**src/rtl/out_buf_pkg.sv**
```systemverilog
// Shared types and defaults for the CU-to-output-unit decoupling buffer.
package out_buf_pkg;

    localparam int unsigned DW_DEFAULT    = 16;
    localparam int unsigned DEPTH_DEFAULT = 4;

    typedef enum logic {
        U_IDLE = 1'b0,
        U_ACK  = 1'b1
    } up_state_e;

    typedef enum logic [1:0] {
        D_IDLE = 2'd0,
        D_REQ  = 2'd1,
        D_WAIT = 2'd2
    } dn_state_e;

endpackage

```
**src/rtl/out_buffer_if.sv**
```systemverilog
// 4-phase req/ack word channel; master drives req/data, slave drives ack.
interface out_buffer_if
    import out_buf_pkg::*;
#(
    parameter int unsigned DW = DW_DEFAULT
);

    logic          req;
    logic [DW-1:0] data;
    logic          ack;

    modport master (output req, output data, input ack);
    modport slave  (input req, input data, output ack);

endinterface

```
**src/rtl/out_buf_fifo.sv**
```systemverilog
// Small circular FIFO with occupancy counter; head word is read combinationally.
module out_buf_fifo
    import out_buf_pkg::*;
#(
    parameter  int unsigned DW    = DW_DEFAULT,
    parameter  int unsigned DEPTH = DEPTH_DEFAULT,
    localparam int unsigned AW    = $clog2(DEPTH)
) (
    input  logic          clk,
    input  logic          rst_b,
    input  logic          push,
    input  logic [DW-1:0] push_data,
    input  logic          pop,
    output logic [DW-1:0] head_data,
    output logic [AW:0]   count,
    output logic          full,
    output logic          empty
);

    logic [DW-1:0] mem [DEPTH];
    logic [AW-1:0] wr_ptr;
    logic [AW-1:0] rd_ptr;
    logic          do_push;
    logic          do_pop;

    // Never overwrite a live entry or pop a phantom one.
    assign do_push = push && !full;
    assign do_pop  = pop && !empty;

    always_ff @(posedge clk) begin
        if (do_push) begin
            mem[wr_ptr] <= push_data;
        end
    end

    // Pointers wrap naturally at AW bits.
    always_ff @(posedge clk or negedge rst_b) begin
        if (!rst_b) begin
            wr_ptr <= '0;
            rd_ptr <= '0;
            count  <= '0;
        end else begin
            if (do_push) begin
                wr_ptr <= wr_ptr + AW'(1);
            end
            if (do_pop) begin
                rd_ptr <= rd_ptr + AW'(1);
            end
            case ({do_push, do_pop})
                2'b10:   count <= count + (AW+1)'(1);
                2'b01:   count <= count - (AW+1)'(1);
                default: count <= count;
            endcase
        end
    end

    assign head_data = mem[rd_ptr];
    assign full      = (count == (AW+1)'(DEPTH));
    assign empty     = (count == '0);

endmodule

```
**src/rtl/out_buffer.sv**
```systemverilog
// CU-to-output-unit decoupling buffer: upstream and downstream 4-phase FSMs around a FIFO.
// Optional OUT_BUF_HWM_EN adds the hwm (high-water mark of occupancy) output.
module out_buffer
    import out_buf_pkg::*;
#(
    parameter  int unsigned DW    = DW_DEFAULT,
    parameter  int unsigned DEPTH = DEPTH_DEFAULT,
    localparam int unsigned AW    = $clog2(DEPTH)
) (
    input  logic        clk,
    input  logic        rst_b,
    out_buffer_if.slave  cu,
    out_buffer_if.master ou,
    output logic [AW:0] count,
    output logic        full,
    output logic        empty
`ifdef OUT_BUF_HWM_EN
    ,
    output logic [AW:0] hwm
`endif
);

    up_state_e     u_state;
    up_state_e     u_state_n;
    logic          cu_ack_n;
    logic          push;

    dn_state_e     d_state;
    dn_state_e     d_state_n;
    logic          ou_req_n;
    logic [DW-1:0] ou_data_n;
    logic          pop;
    logic [DW-1:0] head_data;

    out_buf_fifo #(
        .DW    (DW),
        .DEPTH (DEPTH)
    ) u_fifo (
        .clk       (clk),
        .rst_b     (rst_b),
        .push      (push),
        .push_data (cu.data),
        .pop       (pop),
        .head_data (head_data),
        .count     (count),
        .full      (full),
        .empty     (empty)
    );

    // Upstream state and ack register.
    always_ff @(posedge clk or negedge rst_b) begin
        if (!rst_b) begin
            u_state <= U_IDLE;
            cu.ack  <= 1'b0;
        end else begin
            u_state <= u_state_n;
            cu.ack  <= cu_ack_n;
        end
    end

    // Write once per request; hold ack until the CU drops req.
    always_comb begin
        u_state_n = u_state;
        cu_ack_n  = cu.ack;
        push      = 1'b0;
        case (u_state)
            U_IDLE: begin
                if (cu.req && !full) begin
                    push      = 1'b1;
                    cu_ack_n  = 1'b1;
                    u_state_n = U_ACK;
                end
            end
            U_ACK: begin
                if (!cu.req) begin
                    cu_ack_n  = 1'b0;
                    u_state_n = U_IDLE;
                end
            end
            default: begin
                cu_ack_n  = 1'b0;
                u_state_n = U_IDLE;
            end
        endcase
    end

    // Downstream state, request and data registers.
    always_ff @(posedge clk or negedge rst_b) begin
        if (!rst_b) begin
            d_state <= D_IDLE;
            ou.req  <= 1'b0;
            ou.data <= '0;
        end else begin
            d_state <= d_state_n;
            ou.req  <= ou_req_n;
            ou.data <= ou_data_n;
        end
    end

    // The head entry is popped only once the output unit acks it.
    always_comb begin
        d_state_n = d_state;
        ou_req_n  = ou.req;
        ou_data_n = ou.data;
        pop       = 1'b0;
        case (d_state)
            D_IDLE: begin
                if (!empty) begin
                    ou_data_n = head_data;
                    ou_req_n  = 1'b1;
                    d_state_n = D_REQ;
                end
            end
            D_REQ: begin
                if (ou.ack) begin
                    ou_req_n  = 1'b0;
                    pop       = 1'b1;
                    d_state_n = D_WAIT;
                end
            end
            D_WAIT: begin
                if (!ou.ack) begin
                    d_state_n = D_IDLE;
                end
            end
            default: begin
                ou_req_n  = 1'b0;
                d_state_n = D_IDLE;
            end
        endcase
    end

`ifdef OUT_BUF_HWM_EN
    logic [AW:0] count_n;

    // Track the peak of the occupancy the FIFO is about to hold.
    assign count_n = count + (AW+1)'(push) - (AW+1)'(pop);

    always_ff @(posedge clk or negedge rst_b) begin
        if (!rst_b) begin
            hwm <= '0;
        end else if (count_n > hwm) begin
            hwm <= count_n;
        end
    end
`endif

endmodule

```
**src/flat_wrapper.sv**
```systemverilog
// flat-port wrapper written by rule: the top's interface ports become plain ports
module out_buffer_flat import out_buf_pkg::*;
#(
    parameter  int unsigned DW    = DW_DEFAULT,
    parameter  int unsigned DEPTH = DEPTH_DEFAULT,
    localparam int unsigned AW    = $clog2(DEPTH)
)
  (clk, rst_b, count, full, empty, cu_req, cu_data, cu_ack, ou_req, ou_data, ou_ack);
  out_buffer_if #(.DW(DW)) cu_i ();
  out_buffer_if #(.DW(DW)) ou_i ();
  input  logic clk;
  input  logic rst_b;
  output logic [AW:0] count;
  output logic full;
  output logic empty;
  input wire logic [$bits(cu_i.req)-1:0] cu_req;
  input wire logic [$bits(cu_i.data)-1:0] cu_data;
  output wire logic [$bits(cu_i.ack)-1:0] cu_ack;
  output wire logic [$bits(ou_i.req)-1:0] ou_req;
  output wire logic [$bits(ou_i.data)-1:0] ou_data;
  input wire logic [$bits(ou_i.ack)-1:0] ou_ack;
  assign cu_i.req = cu_req;
  assign cu_i.data = cu_data;
  assign cu_ack = cu_i.ack;
  assign ou_req = ou_i.req;
  assign ou_data = ou_i.data;
  assign ou_i.ack = ou_ack;
  out_buffer #(.DW(DW), .DEPTH(DEPTH)) u_core (.clk(clk), .rst_b(rst_b), .cu(cu_i), .ou(ou_i), .count(count), .full(full), .empty(empty));
endmodule
```
**config.mk**
```make
export PLATFORM = sky130hd
export DESIGN_NAME = out_buffer_flat
export DESIGN_NICKNAME = d
export VERILOG_FILES = /design/src/rtl/out_buf_pkg.sv /design/src/rtl/out_buffer_if.sv /design/src/rtl/out_buf_fifo.sv /design/src/rtl/out_buffer.sv /design/src/flat_wrapper.sv
export SDC_FILE = /design/constraint.sdc
export NUM_CORES = 1
export LEC_CHECK = 0
export CAP_MARGIN = 20
export CORE_UTILIZATION = 39
export CTS_CLUSTER_SIZE = 10
export DETAILED_ROUTE_END_ITERATION = 16
export HOLD_SLACK_MARGIN = 0.12
export PLACE_DENSITY_LB_ADDON = 0.2
export SYNTH_ARGS = -nofsm -noshare
export SYNTH_HDL_FRONTEND = slang
export SYNTH_SLANG_ARGS = --single-unit
```
**constraint.sdc**
```tcl
create_clock -name clk -period 5.1 [get_ports clk]
set_clock_uncertainty 0.15 [all_clocks]
set_input_delay 1.02 -clock clk [delete_from_list [all_inputs] [get_ports clk]]
set_output_delay 1.02 -clock clk [all_outputs]
set_load 0.005 [all_outputs]
```
==> metrics.txt <==
TNS Setup 0 ns; Chip Width about 99 um; NumNets Final 249; GRT Overall Usage 0.133; vias in the first global route 1706; Initial Utilization 0.410; Worst VDD drop 0.291 mV; largest area contributor in the netlist edfxtp_1; wire length per cell 17.3 um; cts repair resizes 0; Pwr Density 536 nW/um^2; top cells by area, synth edfxtp_1 (53%), dfrtp_1 (19%), mux4_1 (5.8%), mux4_2 (4.9%), mux2_4 (3.3%); total iterations of the first detailed-routing run 4; outcome completed; worst hold stages 1; critical path peak fanout 5; R2R setup slack 2.68 ns; Fin Hold WS roughly 0.36 ns; CP arrival 1.84 ns; initial antenna violation count 0; port bufs 42; crit path buf inv count 2; CP peak stage delay 0.49 ns; area delta synth->final 18.4%; Worst setup SP type flip-flop; crit path cell chain or3b_4, inv_2, clkdlybuf4s50_1; most frequent cell after synthesis edfxtp_1; dominant synthesized flop cell edfxtp_1; Worst-path clk slew 0.08 ns; RD Place Congestion around 0.7; DR vias/cell about 5.0; cell family with most CP delay buffers and inverters; R2R Path End u_core.u_fifo.mem[3][10]; Worst Setup EP full; DRC violations left 0; CTS Buf Count 9; crit path launch u_core.u_fifo.count[0]; flops & latches, synth a little over 90; CTS tree built; Design Power 2.31 mW; Die Ht 98.6 um; EDFF count, synth between 60 and 70; Std-Cell Rows 34; Worst R2R Start u_core.u_fifo.count[2]; Total Die Area 9730 um^2; CTS H-Tree Depth 3; leakage 1.57 nW; Yosys cell types 32; Syn Nets 201; initial detailed-routing violation count between 70 and 80; WS Path Type flip-flop to output pin; Seq/Total Area, Yosys 0.720; Mapped Area about 3600 um^2; post-CTS setup buffer count 0; hold_buf cts 0; final setup vio count 0; Synth Warn # 0; endpoints failing hold 0; worst endpoint required time 3.93 ns; share of cells above drive strength 1 0.184; crit path max-delay cell type clkdlybuf4s50_1; Util after Layout 0.485; filler instances 746; Synth top area share 0.528; detailed-route wire length a little under 6000 um; vias post-DR 1666; hpwl dp 3560 um; Max Fclk 333 MHz; Gate Count Post-Synth 175; R2R cell count 4; Clock Sinks 92; Synth async-reset ratio 0.304; MaxCap Viol Count 0; hold crit path type flip-flop to flip-flop; Synth Area per Inst 20.8 um^2; relative slew slack 0.286; most frequent cells after synthesis edfxtp_1 (64), dfrtp_1 (28), mux2_2 (9); Core Area around 8900 um^2; Clock Path Buffers 2; largest net degree at the start of global routing 29; IO Count 43; Routed Antenna Nets 0; Max Transition Viols Final 0; crit end category output pin; GRT overflow 0; WP depth 3; first-pass GRT wire length 9330 um; unrepaired setup endpoints after global routing no; Worst Max-Slew Pin Slew 1.07 ns; ANT cells 0; Final min period 3.01 ns; crit share post-route 0.590; Clock Latency Late Sink 0.35 ns; clock root buffer clkbuf_8
## cells by family after synthesis
kind of cell | Yosys count | synth area share
flip-flops | 92 | 0.720
XOR/XNOR | 7 | 0.0168
AO/OA/AOI/OAI | 6 | 0.0107
buffers and inverters | 14 | 0.0234
multiplexers | 34 | 0.171
adder cells (fa/ha/maj) | 6 | 0.0227
AND/OR/NAND/NOR | 16 | 0.0354
## worst register-to-register path, cell delays in order, from the launching register on
cell	delay, ns
dfrtp_1	0.44
or3b_4	0.27
inv_2	0.05
nor3b_4	0.32
and2_1	0.81
## flip-flops by register name, indices dropped and copies added, names as in the netlist
| register | count |
|---|---|
| u_core.u_fifo.rd_ptr | 2 |
| u_core.u_fifo.wr_ptr | 2 |
| u_core.d_state | 2 |
| u_core.ou.req | 1 |
| u_core.u_fifo.mem | 64 |
| u_core.ou.data | 16 |
| u_core.u_fifo.count | 3 |
| u_core.u_state | 1 |
| u_core.cu.ack | 1 |
## worst min-delay path by stage
stage                  startpoint                 end  slack (ns)
2_1_floorplan       u_core.cu.ack       u_core.cu.ack        0.34
6_report        u_core.ou.data[7]   u_core.ou.data[7]        0.36
3_3_place_gp   u_core.ou.data[13]  u_core.ou.data[13]        0.34
5_1_grt        u_core.ou.data[14]  u_core.ou.data[14]        0.38
4_1_cts         u_core.ou.data[6]   u_core.ou.data[6]        0.36
3_5_place_dp    u_core.ou.data[6]   u_core.ou.data[6]        0.34
## routing by layer
layer,global-route usage,wire (um)
met3,0.0468,188
met5,0,0
met4,0.0413,62
met2,0.213,2830
met1,0.170,2740
## layout by cell type (no fill, tap or decap), types with 5 or more instances in the layout
master           netlist  layout
mux4_2                 8       8
clkbuf_8               0       9
mux4_1                 8       8
xor2_1                 5       5
ha_1                   5       5
edfxtp_1              64      64
and2_1                 5       5
clkdlybuf4s50_1        0      42
mux2_4                 8       8
mux2_2                 9       9
dfrtp_1               28      28
inv_1                  7       7
## per-stage QoR
stage / std cells / worst slack (ns) / cell area [um^2]
floorplan: 175 / 2.54 / 3640
global placement: 320 / 1.85 / 4150
detailed placement: 320 / 1.80 / 4150
CTS: 336 / 2.06 / 4310
global route: 336 / 2.02 / 4310
finish: 336 / 2.09 / 4310
## final cells by class
class	instances	area, um^2	share of cell area
Clock inverter	5	28.8	0.00668
Timing Repair Buffer	43	428	0.0993
Tap cell	108	135	0.0314
Multi-Input combinational cell	69	933	0.217
Inverter	8	30.0	0.00697
Clock buffer	11	131	0.0305
Sequential cell	92	2620	0.609
## where the power goes
part           leakage (nW)  internal (mW)  switching (mW)
combinational         0.579          0.495           0.261
clock                0.0800          0.175           0.238
sequential            0.909          0.982           0.158
total                  1.57           1.65           0.657
Note: power is estimated with default switching activity, not from simulation.
